[config.mk]
export PLATFORM = sky130hd
export DESIGN_NAME = reg_file_reader
export DESIGN_NICKNAME = d
export VERILOG_FILES = /design/src/rtl/reg_file_reader.sv
export SDC_FILE = /design/constraint.sdc
export NUM_CORES = 1
export LEC_CHECK = 0
export BUFFER_PORTS_ARGS = -buffer_cell sky130_fd_sc_hd__buf_2
export CORE_UTILIZATION = 55
export DETAILED_ROUTE_END_ITERATION = 10
export GPL_ROUTABILITY_DRIVEN = 0
export HOLD_SLACK_MARGIN = 0.1
export PLACE_DENSITY = 0.74
export SYNTH_ARGS = -nofsm -noshare
export SYNTH_HDL_FRONTEND = slang
export SYNTH_SLANG_ARGS = --single-unit
[constraint.sdc]
create_clock -name i_clk -period 1.8 [get_ports i_clk]
set_input_delay 0.09 -clock i_clk [delete_from_list [all_inputs] [get_ports i_clk]]
set_output_delay 0.09 -clock i_clk [all_outputs]
set_load 0.01 [all_outputs]
[src/rtl/reg_file_reader.sv]
// Core register file with a dual-operand, valid/ready read port and a one-deep registered response.
// Each operand has its own capture lane that snapshots, holds and tracks staleness of its register.

module reg_file_reader_lane #(
  parameter int DATA_W = 16,
  parameter int ADDR_W = 3,
  parameter int NREGS  = 8
) (
  input  logic                           i_clk,
  input  logic                           i_rst,
  input  logic                           i_accept,
  input  logic                           i_consume,
  input  logic                           i_hold,
  input  logic                           i_wr_en,
  input  logic [ADDR_W-1:0]              i_wr_addr,
  input  logic [DATA_W-1:0]              i_wr_data,
  input  logic [ADDR_W-1:0]              i_addr,
  input  logic [NREGS-1:0][DATA_W-1:0]   i_regs,
  output logic [DATA_W-1:0]              o_data,
  output logic                           o_stale
);
  logic [ADDR_W-1:0] r_addr;
  logic [DATA_W-1:0] r_data;
  logic              r_stale;
  logic [DATA_W-1:0] w_snap;
  logic              w_wr_hit;

  // Same-cycle write is forwarded so the requester sees it without a stall.
  always_comb begin
    w_snap = '0;
    if (i_addr != '0)
      w_snap = (i_wr_en && (i_wr_addr == i_addr)) ? i_wr_data : i_regs[i_addr];
  end

  assign w_wr_hit = i_wr_en && (i_wr_addr == r_addr) && (r_addr != '0);

  always_ff @(posedge i_clk) begin
    if (i_rst) begin
      r_addr  <= '0;
      r_data  <= '0;
      r_stale <= 1'b0;
    end else if (i_accept) begin
      r_addr  <= i_addr;
      r_data  <= w_snap;
      r_stale <= 1'b0;
    end else if (i_consume) begin
      r_stale <= 1'b0;
    end else if (i_hold && w_wr_hit) begin
      r_stale <= 1'b1;
    end
  end

  assign o_data  = r_data;
  assign o_stale = r_stale;
endmodule

module reg_file_reader #(
  parameter int DATA_W = 16,
  parameter int ADDR_W = 3,
  parameter int NREGS  = 8
) (
  input  logic              i_clk,
  input  logic              i_rst,
  input  logic              i_wr_en,
  input  logic [ADDR_W-1:0] i_wr_addr,
  input  logic [DATA_W-1:0] i_wr_data,
  input  logic              i_rd_req_valid,
  output logic              o_rd_req_ready,
  input  logic [ADDR_W-1:0] i_rd_addr_a,
  input  logic [ADDR_W-1:0] i_rd_addr_b,
  output logic              o_rd_rsp_valid,
  input  logic              i_rd_rsp_ready,
  output logic [DATA_W-1:0] o_rd_data_a,
  output logic [DATA_W-1:0] o_rd_data_b,
  output logic              o_rd_stale_a,
  output logic              o_rd_stale_b
);
  localparam int NOPS = 2;

  logic [NREGS-1:0][DATA_W-1:0] r_regs;
  logic                         r_rsp_valid;
  logic                         w_accept;
  logic                         w_consume;
  logic                         w_hold;
  logic [NOPS-1:0][ADDR_W-1:0]  w_addr;
  logic [NOPS-1:0][DATA_W-1:0]  w_data;
  logic [NOPS-1:0]              w_stale;

  assign o_rd_req_ready = !r_rsp_valid || i_rd_rsp_ready;
  assign w_accept       = i_rd_req_valid && o_rd_req_ready;
  assign w_consume      = r_rsp_valid && i_rd_rsp_ready;
  assign w_hold         = r_rsp_valid && !i_rd_rsp_ready;

  // R0 is never written, so its storage stays at the reset value of zero.
  always_ff @(posedge i_clk) begin
    if (i_rst)
      r_regs <= '0;
    else if (i_wr_en && (i_wr_addr != '0))
      r_regs[i_wr_addr] <= i_wr_data;
  end

  always_ff @(posedge i_clk) begin
    if (i_rst)
      r_rsp_valid <= 1'b0;
    else if (w_accept)
      r_rsp_valid <= 1'b1;
    else if (w_consume)
      r_rsp_valid <= 1'b0;
  end

  assign w_addr = {i_rd_addr_b, i_rd_addr_a};

  for (genvar g = 0; g < NOPS; g++) begin : g_op
    reg_file_reader_lane #(
      .DATA_W (DATA_W),
      .ADDR_W (ADDR_W),
      .NREGS  (NREGS)
    ) u_lane (
      .i_clk     (i_clk),
      .i_rst     (i_rst),
      .i_accept  (w_accept),
      .i_consume (w_consume),
      .i_hold    (w_hold),
      .i_wr_en   (i_wr_en),
      .i_wr_addr (i_wr_addr),
      .i_wr_data (i_wr_data),
      .i_addr    (w_addr[g]),
      .i_regs    (r_regs),
      .o_data    (w_data[g]),
      .o_stale   (w_stale[g])
    );
  end

  assign o_rd_rsp_valid = r_rsp_valid;
  assign o_rd_data_a    = w_data[0];
  assign o_rd_data_b    = w_data[1];
  assign o_rd_stale_a   = w_stale[0];
  assign o_rd_stale_b   = w_stale[1];
endmodule

==> results.md <==
- Finish-stage setup viols: 0
- Pint: 6.61 mW
- Post-CTS Setup Bufs: 0
- Final net count: 938
- Layout Cells excl Fill: 1105
- Fmax: 641 MHz
- Final Worst Setup Slack: 241 ps
- Detailed-route DRC error count: 0
- Adder-Cell Fraction of Synth Area: 0%
- R2R Path End: g_op[1].u_lane.o_data[6]$_SDFFE_PP0P_
- CTS resizes: 0
- TritonCTS clock tree: built
- Comb pwr share: 9.2%
- Hold path start: i_rd_addr_b[2]
- Final WL: 23400 um
- Clock-pin slew on the worst setup and hold paths: 70 ps
- Initial antenna violation count: 0
- Status: finished, final reports clean
- Commonest non-fill, non-tap cell in the layout: nand2_1
- Drt wl/cell: 21.2 um
- Rel. slew slack: 27.5%
- Type of the worst min-delay path: in2reg
- P_leak: 3.78 nW
- R2r startpoint: r_regs[38]$_SDFFE_PP0P_
- Fin crit period: 1560 ps
- Async SR Flop Fraction: 0%
- Synth Area in Simple Gates: 17.5%
- Syn Inst Count: 841
- Post-synth top area cell: dfxtp_1
- Total Power: 8.66 mW
- GRT Total Usage: 31.1%
- Mux contribution to synthesized area: 23.3%
- Max-cap check violation count: 0
- Synth top area cells: dfxtp_1 (41%), nand2_1 (11%), mux4_1 (9.6%), mux4_2 (9.3%), a21oi_1 (7.5%)
- R2R setup slack: 240 ps
- Post-DRT Antenna Nets: 0
- CTS buffer count: 17
- Cells after DPL: 1052
- # rows: 44
- Crit path max fanout: 3
- Root Driver: clkbuf_16
- Post-synth EDFFs: 0
- Skew final: 9.66 ps
- Slew @ Worst Pin: 1090 ps
- Pins over their slew limit: 0
- CP startpoint kind: register
- I/O pin cnt: 66
- Avg Cell Area, Syn: 9.77 sq um
- Grt ovf: 0
- Psw: 2.06 mW
- Yosys warns: 0
- Main combinational cell family by area after synthesis: multiplexers
- Endpoints failing hold: 0
- FF+latch count, synth: 169
- CP endpoint kind: register
- Syn-to-layout area delta: 17.7%
- Antenna cells: 0
- Clock latency on the worst-skew pair: 430 ps
- Routed via count: 6797
- Post-Syn Nets: 871
- PortBufs: 65
- First-pass GRT wire length: 36400 um
- CTS sink cnt: 169
- Cell area after synthesis: 8210 sq um
- Hold Path Depth: 3
- Flop pwr share: 44.7%
- Share of cells above drive strength 1: 22.9%
- Hold path endpoint: g_op[1].u_lane.r_addr[2]$_SDFFE_PP0P_
- Die area: 15400 sq um
- Count of cell types in the netlist: 30
- CP required: 2120 ps
- WS Path Type: reg2reg
- Clk pwr share: 46.2%
- Xor/xnor cell area share of the yosys netlist: 0.960%
- DP HPWL: 14500 um
- CTS hold repair buffers: 21
- H-tree Lvls: 4
- Via-to-Cell Ratio: 6.15
- Commonest non-fill, non-tap cells in the layout: nand2_1 (235), dfxtp_1 (169), a21oi_1 (122)
- Die Ht: 124 um
- First-pass DRT Iterations: 6
- Max VDD drop: 0.744 mV
- RSZ-0062 raised after global routing: false
- Dpl ws: 46.0 ps
- Sw frac: 23.8%
- Maximum buffer depth of the clock tree: 2
- Largest net degree at the start of global routing: 100
- DRT iter0 DRCs: 582
- Part of the cycle the worst path needs: 86.6%
- PwrDens: 896 nW/um^2
- Chip Width: 124 um
- Synth Area in Compound Gates: 12.0%
- Reg2Reg Depth: 3
- Vias in the first global route: 6635
- Starting Density: 56.5%
- Synth top area share: 41.2%
- Top_reg_cell synth: dfxtp_1
- Sequential fraction of the synthesis area: 41.2%
- Worst EP arrival: 1870 ps
- Core ar.: 14500 sq um
- Total negative slack: 0 ps
[registers in the layout (all words and copies together), names as in the netlist]
register	flops
g_op.u_lane.o_stale	2
g_op.u_lane.o_data	32
o_rd_rsp_valid	1
g_op.u_lane.r_addr	6
r_regs	128
[Yosys cell counts, drive strengths merged, types with 9 or more instances]
cell type	count
xnor2	9
nand2	235
a221o	32
buf	19
dfxtp	169
a21oi	123
nand3	12
mux2	32
clkbuf	61
nor2b	19
and2	33
mux4	64
[layout make-up]
class                      count  area (sq um)
tap                          184           230
clock buffer                  20           467
multi-input combinational    591          4420
fill                        1115          4860
timing repair buffer         128           978
clock inverter                12           186
sequential                   169          3380
inverter                       1          3.75
[stage by stage]
stage	utilization (%)	area [sq um]	hold WS [ps]
floorplan	-	8210	388
global placement	60.6	8810	422
detailed placement	60.6	8810	425
CTS	66.5	9670	102
global route	66.5	9670	127
finish	66.5	9670	108
[cell families (layout without fill, tap and decap cells)]
logic type / count (synthesis) / after routing
simple gates: 325 / 325
mux: 96 / 96
compound gates: 161 / 161
xor+xnor: 9 / 9
buf+inv: 81 / 161
flops: 169 / 169
[worst max-delay path, cell delays in order, from the launching register on]
cell     delay (ps)
dfxtp_1         350
mux4_1          510
mux2_2          280
a221o_1         310
[power groups by stage]
stage | clock network, mW | logic (mW) | registers [mW]
3_3_place_gp | 0 | 0.733 | 3.95
6_report | 4.00 | 0.796 | 3.87
4_1_cts | 4.02 | 0.784 | 3.87
2_1_floorplan | 0 | 0.505 | 3.94
3_5_place_dp | 0 | 0.744 | 3.95
5_1_grt | 4.17 | 0.846 | 3.88
[worst max path at each step]
| stage | start | endpoint | slack (ps) | cells past startpoint |
|---|---|---|---|---|
| after CTS | r_regs[87]$_SDFFE_PP0P_ | g_op[0].u_lane.o_data[7]$_SDFFE_PP0P_ | 240 | 3 |
| after detailed placement | i_rd_addr_b[0] | g_op[1].u_lane.o_data[11]$_SDFFE_PP0P_ | 50 | 5 |
| after floorplan | i_rd_addr_a[1] | g_op[0].u_lane.o_data[0]$_SDFFE_PP0P_ | 180 | 5 |
| final | r_regs[38]$_SDFFE_PP0P_ | g_op[1].u_lane.o_data[6]$_SDFFE_PP0P_ | 240 | 3 |
| after global placement | i_rd_addr_b[0] | g_op[1].u_lane.o_data[7]$_SDFFE_PP0P_ | 80 | 5 |
| after global routing | i_rd_rsp_ready | g_op[0].u_lane.o_stale$_SDFFE_PP0P_ | 180 | 8 |
[metal layers]
layer | global-route usage (%) | share of wire [%] | wire length [um]
met1 | 41.1 | 41 | 9660
met2 | 50.3 | 48 | 11200
met3 | 5.78 | 8.4 | 1960
met4 | 12.1 | 2.5 | 587
met5 | 0 | 0 | 0
No activity file was read; power rests on OpenSTA's default activity.
